### src/rtl/axi_mem_arb2.sv
// axi_mem_arb2: two-master AXI4 arbiter in front of a single AXI block memory.
// Read and write directions are arbitrated independently with round-robin grants.
// The grant is held for a whole burst, and each direction has one transaction in flight.
// Ports:
//   s_aclk, s_areset          clock and synchronous active-high reset
//   s0_axi_*, s1_axi_*        AXI4 slave ports facing the two requesters
//   m_axi_*                   AXI4 master port facing the memory
module axi_mem_arb2 #(
    parameter int G_DATAWIDTH = 32,
    parameter int G_ID_WIDTH  = 1
) (
    input  logic                     s_aclk,
    input  logic                     s_areset,
    // port 0
    input  logic [G_ID_WIDTH-1:0]    s0_axi_awid,
    input  logic [31:0]              s0_axi_awaddr,
    input  logic [7:0]               s0_axi_awlen,
    input  logic [2:0]               s0_axi_awsize,
    input  logic [1:0]               s0_axi_awburst,
    input  logic                     s0_axi_awvalid,
    output logic                     s0_axi_awready,
    input  logic [G_DATAWIDTH-1:0]   s0_axi_wdata,
    input  logic [G_DATAWIDTH/8-1:0] s0_axi_wstrb,
    input  logic                     s0_axi_wlast,
    input  logic                     s0_axi_wvalid,
    output logic                     s0_axi_wready,
    output logic [G_ID_WIDTH-1:0]    s0_axi_bid,
    output logic [1:0]               s0_axi_bresp,
    output logic                     s0_axi_bvalid,
    input  logic                     s0_axi_bready,
    input  logic [G_ID_WIDTH-1:0]    s0_axi_arid,
    input  logic [31:0]              s0_axi_araddr,
    input  logic [7:0]               s0_axi_arlen,
    input  logic [2:0]               s0_axi_arsize,
    input  logic [1:0]               s0_axi_arburst,
    input  logic                     s0_axi_arvalid,
    output logic                     s0_axi_arready,
    output logic [G_ID_WIDTH-1:0]    s0_axi_rid,
    output logic [G_DATAWIDTH-1:0]   s0_axi_rdata,
    output logic [1:0]               s0_axi_rresp,
    output logic                     s0_axi_rlast,
    output logic                     s0_axi_rvalid,
    input  logic                     s0_axi_rready,
    // port 1
    input  logic [G_ID_WIDTH-1:0]    s1_axi_awid,
    input  logic [31:0]              s1_axi_awaddr,
    input  logic [7:0]               s1_axi_awlen,
    input  logic [2:0]               s1_axi_awsize,
    input  logic [1:0]               s1_axi_awburst,
    input  logic                     s1_axi_awvalid,
    output logic                     s1_axi_awready,
    input  logic [G_DATAWIDTH-1:0]   s1_axi_wdata,
    input  logic [G_DATAWIDTH/8-1:0] s1_axi_wstrb,
    input  logic                     s1_axi_wlast,
    input  logic                     s1_axi_wvalid,
    output logic                     s1_axi_wready,
    output logic [G_ID_WIDTH-1:0]    s1_axi_bid,
    output logic [1:0]               s1_axi_bresp,
    output logic                     s1_axi_bvalid,
    input  logic                     s1_axi_bready,
    input  logic [G_ID_WIDTH-1:0]    s1_axi_arid,
    input  logic [31:0]              s1_axi_araddr,
    input  logic [7:0]               s1_axi_arlen,
    input  logic [2:0]               s1_axi_arsize,
    input  logic [1:0]               s1_axi_arburst,
    input  logic                     s1_axi_arvalid,
    output logic                     s1_axi_arready,
    output logic [G_ID_WIDTH-1:0]    s1_axi_rid,
    output logic [G_DATAWIDTH-1:0]   s1_axi_rdata,
    output logic [1:0]               s1_axi_rresp,
    output logic                     s1_axi_rlast,
    output logic                     s1_axi_rvalid,
    input  logic                     s1_axi_rready,
    // memory side
    output logic [G_ID_WIDTH-1:0]    m_axi_awid,
    output logic [31:0]              m_axi_awaddr,
    output logic [7:0]               m_axi_awlen,
    output logic [2:0]               m_axi_awsize,
    output logic [1:0]               m_axi_awburst,
    output logic                     m_axi_awvalid,
    input  logic                     m_axi_awready,
    output logic [G_DATAWIDTH-1:0]   m_axi_wdata,
    output logic [G_DATAWIDTH/8-1:0] m_axi_wstrb,
    output logic                     m_axi_wlast,
    output logic                     m_axi_wvalid,
    input  logic                     m_axi_wready,
    input  logic [G_ID_WIDTH-1:0]    m_axi_bid,
    input  logic [1:0]               m_axi_bresp,
    input  logic                     m_axi_bvalid,
    output logic                     m_axi_bready,
    output logic [G_ID_WIDTH-1:0]    m_axi_arid,
    output logic [31:0]              m_axi_araddr,
    output logic [7:0]               m_axi_arlen,
    output logic [2:0]               m_axi_arsize,
    output logic [1:0]               m_axi_arburst,
    output logic                     m_axi_arvalid,
    input  logic                     m_axi_arready,
    input  logic [G_ID_WIDTH-1:0]    m_axi_rid,
    input  logic [G_DATAWIDTH-1:0]   m_axi_rdata,
    input  logic [1:0]               m_axi_rresp,
    input  logic                     m_axi_rlast,
    input  logic                     m_axi_rvalid,
    output logic                     m_axi_rready
);

    typedef enum logic [1:0] {WIDLE, WADDR, WDATA, WRESP} wstate_t;
    typedef enum logic [1:0] {RIDLE, RADDR, RDATA} rstate_t;

    wstate_t wstate;
    rstate_t rstate;
    logic    wgnt, wptr;
    logic    rgnt, rptr;

    // wptr/rptr hold the last port served; on a tie the other port wins.
    always_ff @(posedge s_aclk) begin
        if (s_areset) begin
            wstate <= WIDLE;
            wgnt   <= 1'b0;
            wptr   <= 1'b0;
        end else begin
            case (wstate)
                WIDLE: if (s0_axi_awvalid || s1_axi_awvalid) begin
                    wgnt   <= (s0_axi_awvalid && s1_axi_awvalid) ? ~wptr : s1_axi_awvalid;
                    wstate <= WADDR;
                end
                WADDR: if (m_axi_awvalid && m_axi_awready) wstate <= WDATA;
                WDATA: if (m_axi_wvalid && m_axi_wready && m_axi_wlast) wstate <= WRESP;
                WRESP: if (m_axi_bvalid && m_axi_bready) begin
                    wptr   <= wgnt;
                    wstate <= WIDLE;
                end
                default: wstate <= WIDLE;
            endcase
        end
    end

    always_ff @(posedge s_aclk) begin
        if (s_areset) begin
            rstate <= RIDLE;
            rgnt   <= 1'b0;
            rptr   <= 1'b0;
        end else begin
            case (rstate)
                RIDLE: if (s0_axi_arvalid || s1_axi_arvalid) begin
                    rgnt   <= (s0_axi_arvalid && s1_axi_arvalid) ? ~rptr : s1_axi_arvalid;
                    rstate <= RADDR;
                end
                RADDR: if (m_axi_arvalid && m_axi_arready) rstate <= RDATA;
                RDATA: if (m_axi_rvalid && m_axi_rready && m_axi_rlast) begin
                    rptr   <= rgnt;
                    rstate <= RIDLE;
                end
                default: rstate <= RIDLE;
            endcase
        end
    end

    logic w_addr, w_data, w_resp, r_addr, r_data;
    assign w_addr = (wstate == WADDR);
    assign w_data = (wstate == WDATA);
    assign w_resp = (wstate == WRESP);
    assign r_addr = (rstate == RADDR);
    assign r_data = (rstate == RDATA);

    // write address
    assign m_axi_awid     = wgnt ? s1_axi_awid    : s0_axi_awid;
    assign m_axi_awaddr   = wgnt ? s1_axi_awaddr  : s0_axi_awaddr;
    assign m_axi_awlen    = wgnt ? s1_axi_awlen   : s0_axi_awlen;
    assign m_axi_awsize   = wgnt ? s1_axi_awsize  : s0_axi_awsize;
    assign m_axi_awburst  = wgnt ? s1_axi_awburst : s0_axi_awburst;
    assign m_axi_awvalid  = w_addr & (wgnt ? s1_axi_awvalid : s0_axi_awvalid);
    assign s0_axi_awready = w_addr & ~wgnt & m_axi_awready;
    assign s1_axi_awready = w_addr &  wgnt & m_axi_awready;

    // write data: held off until the port's burst reaches the data phase
    assign m_axi_wdata    = wgnt ? s1_axi_wdata : s0_axi_wdata;
    assign m_axi_wstrb    = wgnt ? s1_axi_wstrb : s0_axi_wstrb;
    assign m_axi_wlast    = wgnt ? s1_axi_wlast : s0_axi_wlast;
    assign m_axi_wvalid   = w_data & (wgnt ? s1_axi_wvalid : s0_axi_wvalid);
    assign s0_axi_wready  = w_data & ~wgnt & m_axi_wready;
    assign s1_axi_wready  = w_data &  wgnt & m_axi_wready;

    // write response
    assign s0_axi_bid     = m_axi_bid;
    assign s0_axi_bresp   = m_axi_bresp;
    assign s1_axi_bid     = m_axi_bid;
    assign s1_axi_bresp   = m_axi_bresp;
    assign s0_axi_bvalid  = w_resp & ~wgnt & m_axi_bvalid;
    assign s1_axi_bvalid  = w_resp &  wgnt & m_axi_bvalid;
    assign m_axi_bready   = w_resp & (wgnt ? s1_axi_bready : s0_axi_bready);

    // read address
    assign m_axi_arid     = rgnt ? s1_axi_arid    : s0_axi_arid;
    assign m_axi_araddr   = rgnt ? s1_axi_araddr  : s0_axi_araddr;
    assign m_axi_arlen    = rgnt ? s1_axi_arlen   : s0_axi_arlen;
    assign m_axi_arsize   = rgnt ? s1_axi_arsize  : s0_axi_arsize;
    assign m_axi_arburst  = rgnt ? s1_axi_arburst : s0_axi_arburst;
    assign m_axi_arvalid  = r_addr & (rgnt ? s1_axi_arvalid : s0_axi_arvalid);
    assign s0_axi_arready = r_addr & ~rgnt & m_axi_arready;
    assign s1_axi_arready = r_addr &  rgnt & m_axi_arready;

    // read data
    assign s0_axi_rid     = m_axi_rid;
    assign s0_axi_rdata   = m_axi_rdata;
    assign s0_axi_rresp   = m_axi_rresp;
    assign s0_axi_rlast   = m_axi_rlast;
    assign s1_axi_rid     = m_axi_rid;
    assign s1_axi_rdata   = m_axi_rdata;
    assign s1_axi_rresp   = m_axi_rresp;
    assign s1_axi_rlast   = m_axi_rlast;
    assign s0_axi_rvalid  = r_data & ~rgnt & m_axi_rvalid;
    assign s1_axi_rvalid  = r_data &  rgnt & m_axi_rvalid;
    assign m_axi_rready   = r_data & (rgnt ? s1_axi_rready : s0_axi_rready);

endmodule

### config.mk
export PLATFORM = sky130hd
export DESIGN_NAME = axi_mem_arb2
export DESIGN_NICKNAME = d
export VERILOG_FILES = /design/src/rtl/axi_mem_arb2.sv
export SDC_FILE = /design/constraint.sdc
export NUM_CORES = 1
export LEC_CHECK = 0
export BUFFER_PORTS_ARGS = -buffer_cell sky130_fd_sc_hd__buf_2
export CAP_MARGIN = 20
export CORE_AREA = 2 2 211 213
export CTS_CLUSTER_DIAMETER = 200
export CTS_CLUSTER_SIZE = 8
export DETAILED_ROUTE_END_ITERATION = 10
export DIE_AREA = 0 0 213 215
export GPL_ROUTABILITY_DRIVEN = 1
export SYNTH_ARGS = -nofsm -noshare
export SYNTH_HDL_FRONTEND = slang
export SYNTH_SLANG_ARGS = --single-unit
### constraint.sdc
create_clock -name s_aclk -period 3.66 [get_ports s_aclk]
set_clock_uncertainty 0.05 [all_clocks]
set_input_delay 0.183 -clock s_aclk [delete_from_list [all_inputs] [get_ports s_aclk]]
set_output_delay 0.183 -clock s_aclk [all_outputs]
set_load 0.005 [all_outputs]
==> Word-level counts from Yosys, hierarchy flattened <==
Cells that the tools add are included.
{ "totals": {"output_inout_bits": 222, "register_bits": 8} }
{ "classes": {"bitwise_logic": 29, "eq_ne": 12, "n_reduce_logical": 19, "n_mux": 29} }
{ "op_table": {"columns": ["operator", "count"], "rows": [
  ["two-way mux 32 bit", 3],
  ["AND 1 bit", 25],
  ["two-way mux 2 bit", 9],
  ["two-way mux 8 bit", 2],
  ["two-way mux 1 bit", 10],
  ["inequality test 2 x 1 -> 1 bit (second input constant)", 5],
  ["logical AND 1 bit", 9],
  ["case mux 2 bit (4 select lines)", 1],
  ["AND reduction 2 bit", 4],
  ["== test 2 bit (second input constant)", 3],
  ["two-way mux 3 bit", 2],
  ["case mux 2 bit (3 select lines)", 1],
  ["== test 2 x 1 -> 1 bit (second input constant)", 2],
  ["logical NOT 2 bit", 2],
  ["two-way mux 4 bit", 1],
  ["inequality test 2 bit (second input constant)", 2],
  ["inverter 1 bit", 4],
  ["AND reduction 4 bit", 1],
  ["AND reduction 3 bit", 1],
  ["logical OR 1 bit", 2]
]} }

==> Longest topological paths before layout <==
Gate-level depths: netlist (run 1).
{ "depth": {"ltp_word": 6, "mapped_depth": 5} }

==> Worst setup path after synthesis (run 1) <==
Ideal clock, no wire load.
{ "synth_path": {"path_kind": "register -> output", "start": "register wgnt", "end": "output m_axi_wdata[19]", "path_stages_with_launch": 5, "arrival_ns": 1.196, "slack_ns": 2.231, "cell_sequence": "dfxtp_1 > buf_4 > buf_4 > buf_4 > mux2_2"} }
{ "synth_via": {"elab_chain_cells": 1} }
{ "synth_lines": {"columns": ["item", "line_no", "rtl"], "rows": [
  ["start: declaration", "111", "logic wgnt, wptr;"],
  ["start signal: assignment", "123", "wgnt <= (s0_axi_awvalid && s1_axi_awvalid) ? ~wptr : s1_axi_awvalid;"],
  ["two-way mux 32 bit", "176", "assign m_axi_wdata = wgnt ? s1_axi_wdata : s0_axi_wdata;"],
  ["end: declaration", "82", "output logic [G_DATAWIDTH-1:0] m_axi_wdata,"]
]} }
Every way passes these cells.

==> Worst setup path in the final report (run 1) <==
{ "layout_path": {"start": "register wgnt", "end": "output m_axi_wstrb[1]"} }
{ "layout_via": {"elab_chain_cells": 1} }
{ "layout_lines": {"columns": ["item", "line_no", "rtl"], "rows": [
  ["two-way mux 4 bit", "177", "assign m_axi_wstrb = wgnt ? s1_axi_wstrb : s0_axi_wstrb;"],
  ["end: declaration", "83", "output logic [G_DATAWIDTH/8-1:0] m_axi_wstrb,"]
]} }
Every way passes these cells.

==> results.cfg, run 1 <==
[yosys]
yosys-top-cells-area = mux2_2 52%, buf_4 22%, dfxtp_1 5.8%, mux2i_1 3.3%, ha_1 2.3%
ys_warn_count = 0
synth_commonest_cells = 128 x mux2_2, 82 x buf_4, 13 x nor2_1, 12 x buf_2, 10 x nand2_1
postSynthAreaPerCell_um2 = 9.01
synth_fp_nets = 625
yosysUniqueCellTypes = 25
synth_edf_count = 0
synth_compound_area_share_pct = 3.45
netlist_instances = 306
synth_top_area_share_pct = 52.3
netlist_area_um2 = 2760
synthMostInstantiatedCell = mux2_2
synth_seq_cells = 8
synth-main-ff-cell = dfxtp_1
ys_async_sr_fraction_pct = 0
synth_top_area_cell = mux2_2
synth_top_family_by_area = multiplexers
synthMuxAreaShare_pct = 55.5
synth_fa_ha_area_share_pct = 2.27
synthXorXnorAreaFrac_pct = 0
synth-simple-area-share_pct = 7.21
synth-seq-area-share_pct = 5.81

[timing]
hold_violations = 0
period_needed_ps = 2050
setup_slack_ps = 1610
tns_ps = 0
max-slew-margin-rel_pct = 69.7
max_freq_ghz = 0.488
holdWs_ps = 203
final_max_slew_viol_count = 0
setup_viol = 0
min_period_over_period_pct = 56.0
worst_pin_slew_ps = 455
rsz0062_at_grt = false

[finish]
fin_util_pct = 11.6
nets = 960
instances_no_fill = 1236
drive_above_1_share_pct = 87.5
area_growth_pct = 83.6
fin_area_um2 = 5060

[worst_setup_path]
cpLargestDelayFamily = flip-flops
crit_cells = 3
cp.arrival_ps = 1820
cp.buffers_inverters = 2
reg2regPathDepth = 4
cp_data_required_time_ps = 3430
worstPathCellList = buf_12 -> mux2_2 -> buf_2
startpoint_type = flip-flop
critPathMaxFanout = 75
critPathSlowestCell = dfxtp_4
path_class = flip-flop to output pin
setup.worst_path.end_class = output pin
cp_slowest_stage_delay_ps = 550

[cts]
cts_sinks = 8
htreeDepth = 1
clock_latency_ps = 230
cts_root_buffer = clkbuf_16
cts-resized-gates = 0
hold_buffers = 0
cts_tree = yes
post_cts_buffers = 0
cts_buffer_depth = 2
cts_buffers = 3
clk_pin_slew_ps = 40

[detailed_routing]
detail_route.vias_per_cell = 2.90
drc = 0
wire_per_inst_um = 12.4
vias = 3583
postRouteAntennaNets = 0
initialDrtViolationCount = 66
first_pass_iters = 4
routed_wl_um = 15300

[power_and_ir_drop]
p_per_area_nw_per_um2 = 252
peakVddDrop_v = 0.000108
power.total_mw = 1.28
power_leakage_nw = 2.50

[placed_design]
place_area_um2 = 4970
pre_cts_slack_ps = 1830
place.gp.congestion = 0.782
io_buffers = 421
place_inst = 1228
hpwl_um = 13900

[outcome]
outcome = finished clean

[floorplanning]
core_um2 = 43600
die_width_um = 213
pin_count = 536
die_h_um = 215
initial_utilization_pct = 6.32
die-area_um2 = 45800
fp-row-count = 77

[min_path]
hp-class = primary input to flip-flop
min_path_cells = 3

[global_route]
antenna_found_initial = 5
overflow = 0
grt_max_degree = 76
grt_pass1_vias = 3356
grt_usage_pct = 5.65
grt_pass1_wl_um = 19000

[run]
drv_cap = 0
## worst reg2reg max path, stage by stage (launching register included)
cell	delay, ps
dfxtp_2	490
buf_4	310
mux2i_1	250
nor2b_1	100
a2111oi_2	340
## path summary, 6_finish.rpt
check	to	start	slack [ps]
setup / recovery	m_axi_wstrb[1]	wgnt$_SDFFE_PP0P_	1610
hold / removal	rgnt$_SDFFE_PP0P_	s1_axi_arvalid	200
setup reg to reg	rstate[0]$_SDFFE_PP0P_	rgnt$_SDFFE_PP0P_	2030
hold reg to reg	wptr$_SDFFE_PP0P_	wptr$_SDFFE_PP0P_	420
## cells by family after synthesis
kind of cell / after synthesis
multiplexers: 137
buffers and inverters: 103
flip-flops: 8
AND/OR/NAND/NOR: 41
AO/OA/AOI/OAI: 12
adder cells (fa/ha/maj): 5
## cells in the final DEF (no fill, tap or decap)
cell type  count
a2111oi_2      1
nand3_1        1
inv_1          8
nor3_1         1
diode_2        4
ha_1           5
buf_4          3
o21ai_1        1
mux2i_1        9
a32oi_1        2
o21bai_1       1
nand4b_1       1
and3_1         3
a22oi_1        2
buf_12         1
dfxtp_4        1
a21oi_1        1
clkbuf_16      3
dfxtp_2        1
nand2_1       10
o31ai_1        1
mux2_2       128
o2111a_2       1
o21ai_0        2
buf_2        421
dfxtp_1        6
nand2b_1       3
nor2b_1        9
nor2_1        13
clkbuf_1       1
## area by class of cell
cell class | count | area, um2
Sequential cell | 8 | 165
Clock buffer | 4 | 78.8
Inverter | 8 | 30.0
Multi-Input combinational cell | 195 | 1890
Antenna cell | 4 | 10.0
Fill cell | 5021 | 38600
Tap cell | 592 | 741
Timing Repair Buffer | 425 | 2150
## where the power goes
| part | switching (mW) | internal, mW |
|---|---|---|
| Sequential | 0.0401 | 0.105 |
| Combinational | 0.398 | 0.542 |
| Clock | 0.0461 | 0.145 |
## layer usage
layer | track usage, % | share of wire [%] | vias up
li1 | - | - | 1663
met1 | 5.72 | 37 | 1616
met2 | 10.5 | 48 | 284
met3 | 2.56 | 13 | 18
met4 | 1.19 | 1.9 | 2
met5 | 0 | 0.12 | -
## flip-flops by register name, indices dropped and copies added, names as in the netlist
name    count
rstate      2
rgnt        1
wptr        1
wstate      2
wgnt        1
rptr        1
No activity file was read; power rests on OpenSTA's default activity.
==> run 2: changes to the inputs <==
--- a/config.mk
+++ b/config.mk
@@ -7,11 +7,11 @@
 export LEC_CHECK = 0
 export BUFFER_PORTS_ARGS = -buffer_cell sky130_fd_sc_hd__buf_2
 export CAP_MARGIN = 20
-export CORE_AREA = 2 2 211 213
+export CORE_AREA = 2 2 209 211
 export CTS_CLUSTER_DIAMETER = 200
 export CTS_CLUSTER_SIZE = 8
 export DETAILED_ROUTE_END_ITERATION = 10
-export DIE_AREA = 0 0 213 215
+export DIE_AREA = 0 0 211 213
 export GPL_ROUTABILITY_DRIVEN = 1
 export SYNTH_ARGS = -nofsm -noshare
 export SYNTH_HDL_FRONTEND = slang
==> constraint.sdc (replaced) <==
create_clock -name s_aclk -period 1.8 [get_ports s_aclk]
set_clock_uncertainty 0.05 [all_clocks]
set_input_delay 0.09 -clock s_aclk [delete_from_list [all_inputs] [get_ports s_aclk]]
set_output_delay 0.09 -clock s_aclk [all_outputs]
set_load 0.005 [all_outputs]
==> run 2 against run 1 <==
- clock power increased by 110%
- non-clock buffer count increased by 1
- via count increased by 0.53%
- global-route usage increased by 0.056 points
- wire length decreased by 1.5%
- clock-buffer cell count unchanged
- first-iteration DRC count increased by 36%
- sequential power increased by 89%
- worst hold slack got worse by 110 ps
- sequential cell count unchanged
- critical path type unchanged
- largest power group unchanged
- highest routed layer is now met4
==> results.cfg, run 2 (synthesized netlist as in run 1, its figures left out) <==
[placed_design]
hpwl_um = 13800
place_inst = 1183
io_buffers = 421
place_area_um2 = 4940
pre_cts_slack_ps = 316
place.gp.congestion = 0.739

[timing]
max-slew-margin-rel_pct = 69.6
final_max_slew_viol_count = 0
worst_pin_slew_ps = 456
min_period_over_period_pct = 94.9
holdWs_ps = 97.7
setup_viol = 0
setup_slack_ps = 91.1
rsz0062_at_grt = false
max_freq_ghz = 0.585
period_needed_ps = 1710
tns_ps = 0
hold_violations = 0

[floorplanning]
core_um2 = 42700
pin_count = 536
fp-row-count = 76
initial_utilization_pct = 6.46
die_width_um = 211
die_h_um = 213
die-area_um2 = 44900

[global_route]
grt_pass1_vias = 3276
overflow = 0
grt_usage_pct = 5.70
grt_pass1_wl_um = 18900
antenna_found_initial = 6
grt_max_degree = 53

[min_path]
hp-class = primary input to flip-flop
min_path_cells = 3
min_to = rgnt$_SDFFE_PP0P_
hp-start = s1_axi_arvalid

[finish]
final_common_cell = buf_2
drive_above_1_share_pct = 87.5
nets = 961
regArea_um2 = 165
final_cell_mix = 421 x buf_2, 128 x mux2_2, 13 x nor2_1
fin_area_um2 = 5030
area_growth_pct = 82.3
multi_input_area_um2 = 1890
fin_util_pct = 11.8
instances_no_fill = 1192
reg.largest.list = rstate x2, wstate x2
fillerInstances = 4895

[detailed_routing]
detail_route.vias_per_cell = 3.02
routed_wl_um = 15100
wire_per_inst_um = 12.6
postRouteAntennaNets = 0
initialDrtViolationCount = 90
first_pass_iters = 4
vias = 3602
drc = 0

[cts]
cts-resized-gates = 0
clock_latency_ps = 240
cts_root_buffer = clkbuf_16
hold_buffers = 0
htreeDepth = 1
cts_tree = yes
cts_sinks = 8
cts_buffers = 3
cts_buffer_depth = 2
post_cts_buffers = 0
clk_pin_slew_ps = 40

[worst_setup_path]
cp_slowest_stage_delay_ps = 460
critPathMaxFanout = 52
reg2regPathDepth = 4
path_class = flip-flop to output pin
setup.worst_path.end_class = output pin
worstPathCellList = buf_12 -> mux2_2 -> buf_2
cp.arrival_ps = 1570
critPathSlowestCell = dfxtp_4
startpoint_type = flip-flop
r2r-end = rstate[1]$_SDFFE_PP0P_
cp_data_required_time_ps = 1660
reg2reg_from = rstate[1]$_SDFFE_PP0P_
r2r_slack_ps = 310

[run]
drv_cap = 0

[outcome]
outcome = finished clean

[power_and_ir_drop]
power_leakage_nw = 2.51
p_per_area_nw_per_um2 = 514
power.total_mw = 2.58
peakVddDrop_v = 0.000190
[run 2: cell count changes in the layout (fill, tap and decap cells not counted)]
cell | previous run | this run
diode_2 | 4 | 5
buf_12 | 1 | 2
[run 2: area by class of cell]
cell class | count | area share (%)
sequential | 8 | 3.29
antenna | 5 | 0.249
timing repair buffer | 426 | 43.2
clock buffer | 4 | 1.57
inverter | 8 | 0.597
tap | 546 | 13.6
multi-input combinational | 195 | 37.6
[run 2: worst max-delay path by stage]
stage	startpoint	cells past startpoint	end
after global routing	wgnt$_SDFFE_PP0P_	3	m_axi_wdata[23]
after floorplan	wgnt$_SDFFE_PP0P_	4	m_axi_wdata[19]
after detailed placement	wgnt$_SDFFE_PP0P_	4	wstate[1]$_SDFFE_PP0P_
final	wgnt$_SDFFE_PP0P_	3	m_axi_wdata[23]
after CTS	wgnt$_SDFFE_PP0P_	3	m_axi_wdata[23]
after global placement	rstate[1]$_SDFFE_PP0P_	4	rstate[1]$_SDFFE_PP0P_
[run 2: layer usage]
metal	vias up	track usage (%)	wire, um
met2	249	9.62	7260
li1	1666	-	-
met5	-	0	0
met4	0	3.04	689
met3	44	1.76	1390
met1	1643	6.45	5710
[run 2: power by group]
part | internal [mW] | switching (mW) | total (mW)
Clock | 0.297 | 0.107 | 0.404
Sequential | 0.214 | 0.0602 | 0.274
Combinational | 1.12 | 0.791 | 1.91
Total | 1.63 | 0.959 | 2.58
[run 2: worst max-delay path: cells and delay by family, from the launching register on]
family,cells,cell delay (ps)
flops,1,460
buf+inv,2,410
mux,1,390
==> run 3: changes to the inputs <==
--- a/config.mk
+++ b/config.mk
@@ -7,11 +7,11 @@
 export LEC_CHECK = 0
 export BUFFER_PORTS_ARGS = -buffer_cell sky130_fd_sc_hd__buf_2
 export CAP_MARGIN = 20
-export CORE_AREA = 2 2 209 211
+export CORE_AREA = 2 2 207 209
 export CTS_CLUSTER_DIAMETER = 200
 export CTS_CLUSTER_SIZE = 8
 export DETAILED_ROUTE_END_ITERATION = 10
-export DIE_AREA = 0 0 211 213
+export DIE_AREA = 0 0 209 211
 export GPL_ROUTABILITY_DRIVEN = 1
 export SYNTH_ARGS = -nofsm -noshare
 export SYNTH_HDL_FRONTEND = slang
==> constraint.sdc (replaced) <==
create_clock -name s_aclk -period 1.6 [get_ports s_aclk]
set_clock_uncertainty 0.05 [all_clocks]
set_input_delay 0.08 -clock s_aclk [delete_from_list [all_inputs] [get_ports s_aclk]]
set_output_delay 0.08 -clock s_aclk [all_outputs]
set_load 0.005 [all_outputs]
==> run 3 against run 2 <==
- clock power up 15%
- sequential power up 4%
- largest power group unchanged
- critical path type unchanged
- final cell count down 0.25%
==> results.cfg, run 3 (synthesized netlist as in run 1, its figures left out) <==
[worst_setup_path]
startpoint_type = flip-flop
cp.arrival_ps = 1430
setup.worst_path.end_class = output pin
cp-startpoint = wgnt$_SDFFE_PP0P_
reg2reg_from = wgnt$_SDFFE_PP0P_
critPathMaxFanout = 24
path_class = flip-flop to output pin
cp_data_required_time_ps = 1470

[timing]
holdWs_ps = 82.3
period_needed_ps = 1560
min_period_over_period_pct = 97.3
max_freq_ghz = 0.643
final_max_slew_viol_count = 0
worst_pin_slew_ps = 297
max-slew-margin-rel_pct = 80.2
rsz0062_at_grt = false
tns_ps = 0
hold_violations = 0
setup_viol = 0

[power_and_ir_drop]
power_leakage_nw = 2.56
power.total_mw = 3.04
p_per_area_nw_per_um2 = 593
peakVddDrop_v = 0.000207

[placed_design]
place.gp.congestion = 0.789
io_buffers = 421
hpwl_um = 12500

[cts]
cts_tree = yes
cts_buffers = 3
clk_pin_slew_ps = 40
cts_buffer_depth = 2
htreeDepth = 1
cts_root_buffer = clkbuf_16
hold_buffers = 0
cts_sinks = 8
clock_latency_ps = 240

[finish]
area_growth_pct = 85.9
fin_util_pct = 12.3
nets = 968
final_common_cell = buf_2
drive_above_1_share_pct = 87.8
final_cell_mix = 421 x buf_2, 128 x mux2_2, 13 x nor2_1
reg.largest.list = rstate x2, wstate x2

[floorplanning]
pin_count = 536
die_width_um = 209
initial_utilization_pct = 6.60
core_um2 = 41800
die_h_um = 211
die-area_um2 = 44100
fp-row-count = 75

[global_route]
overflow = 0
grt_pass1_wl_um = 18600
grt_max_degree = 28
antenna_found_initial = 2
grt_usage_pct = 5.53
grt_pass1_vias = 3411

[detailed_routing]
postRouteAntennaNets = 0
drc = 0
vias = 3558
first_pass_iters = 4
initialDrtViolationCount = 56
wire_per_inst_um = 11.7
detail_route.vias_per_cell = 2.99
routed_wl_um = 13900

[min_path]
hp-class = primary input to flip-flop
hp-start = s1_axi_arvalid

[outcome]
outcome = finished clean

[run]
drv_cap = 0
run 3: changes by cell type in the layout (fill, tap and decap cells not counted), sizes merged:
cell   previous run  this run
diode             5         2
buf             426       433
run 3: metal layers:
metal	wire length, um	GRT usage (%)	up-vias
li1	-	-	1675
met2	6500	9.31	260
met4	486	2.68	0
met1	5630	6.43	1588
met5	0	0	-
met3	1280	1.59	35
run 3: final timing paths:
path | endpoint | slack [ps] | depth (start not counted)
max reg2reg | wstate[1]$_SDFFE_PP0P_ | 120 | 5
min | rgnt$_SDFFE_PP0P_ | 80 | 3
min reg2reg | wptr$_SDFFE_PP0P_ | 440 | 2
max | m_axi_wdata[19] | 40 | 4
run 3: where the power goes:
| part | switching [mW] | leakage, nW | internal [mW] | total [mW] |
|---|---|---|---|---|
| sequential | 0.0462 | 0.0667 | 0.240 | 0.286 |
| clock | 0.129 | 0.0382 | 0.335 | 0.464 |
| combinational | 0.927 | 2.46 | 1.36 | 2.29 |
| total | 1.10 | 2.56 | 1.94 | 3.04 |
run 3: repair_timing:
action	CTS	global route
gates resized for setup	3	1
pin swaps	0	2
setup buffers	3	2
setup endpoints to repair	49	41
cloned	1	0
run 3: area by class of cell:
class / count / area (um2)
flip-flops and latches: 8 / 165
multi-input cells: 195 / 1890
diodes: 2 / 5.00
repair buffers: 433 / 2280
inverters: 8 / 30.0
fillers: 4744 / 36600
clock buffers: 4 / 78.8
well taps: 539 / 674
run 3: worst max-delay path, stage by stage (launching register included):
cell and delay [ps]:
dfxtp_4 370, buf_12 120, buf_16 160, mux2_2 360, buf_2 130
run 3: stage by stage:
stage / setup slack [ps] / std cells / cell area (um2)
2_1_floorplan: 274 / 306 / 2760
3_3_place_gp: 189 / 1178 / 4950
3_5_place_dp: 158 / 1178 / 4950
4_1_cts: -12.1 / 1186 / 5110
5_1_grt: 3.65 / 1188 / 5120
6_report: 44.0 / 1189 / 5130
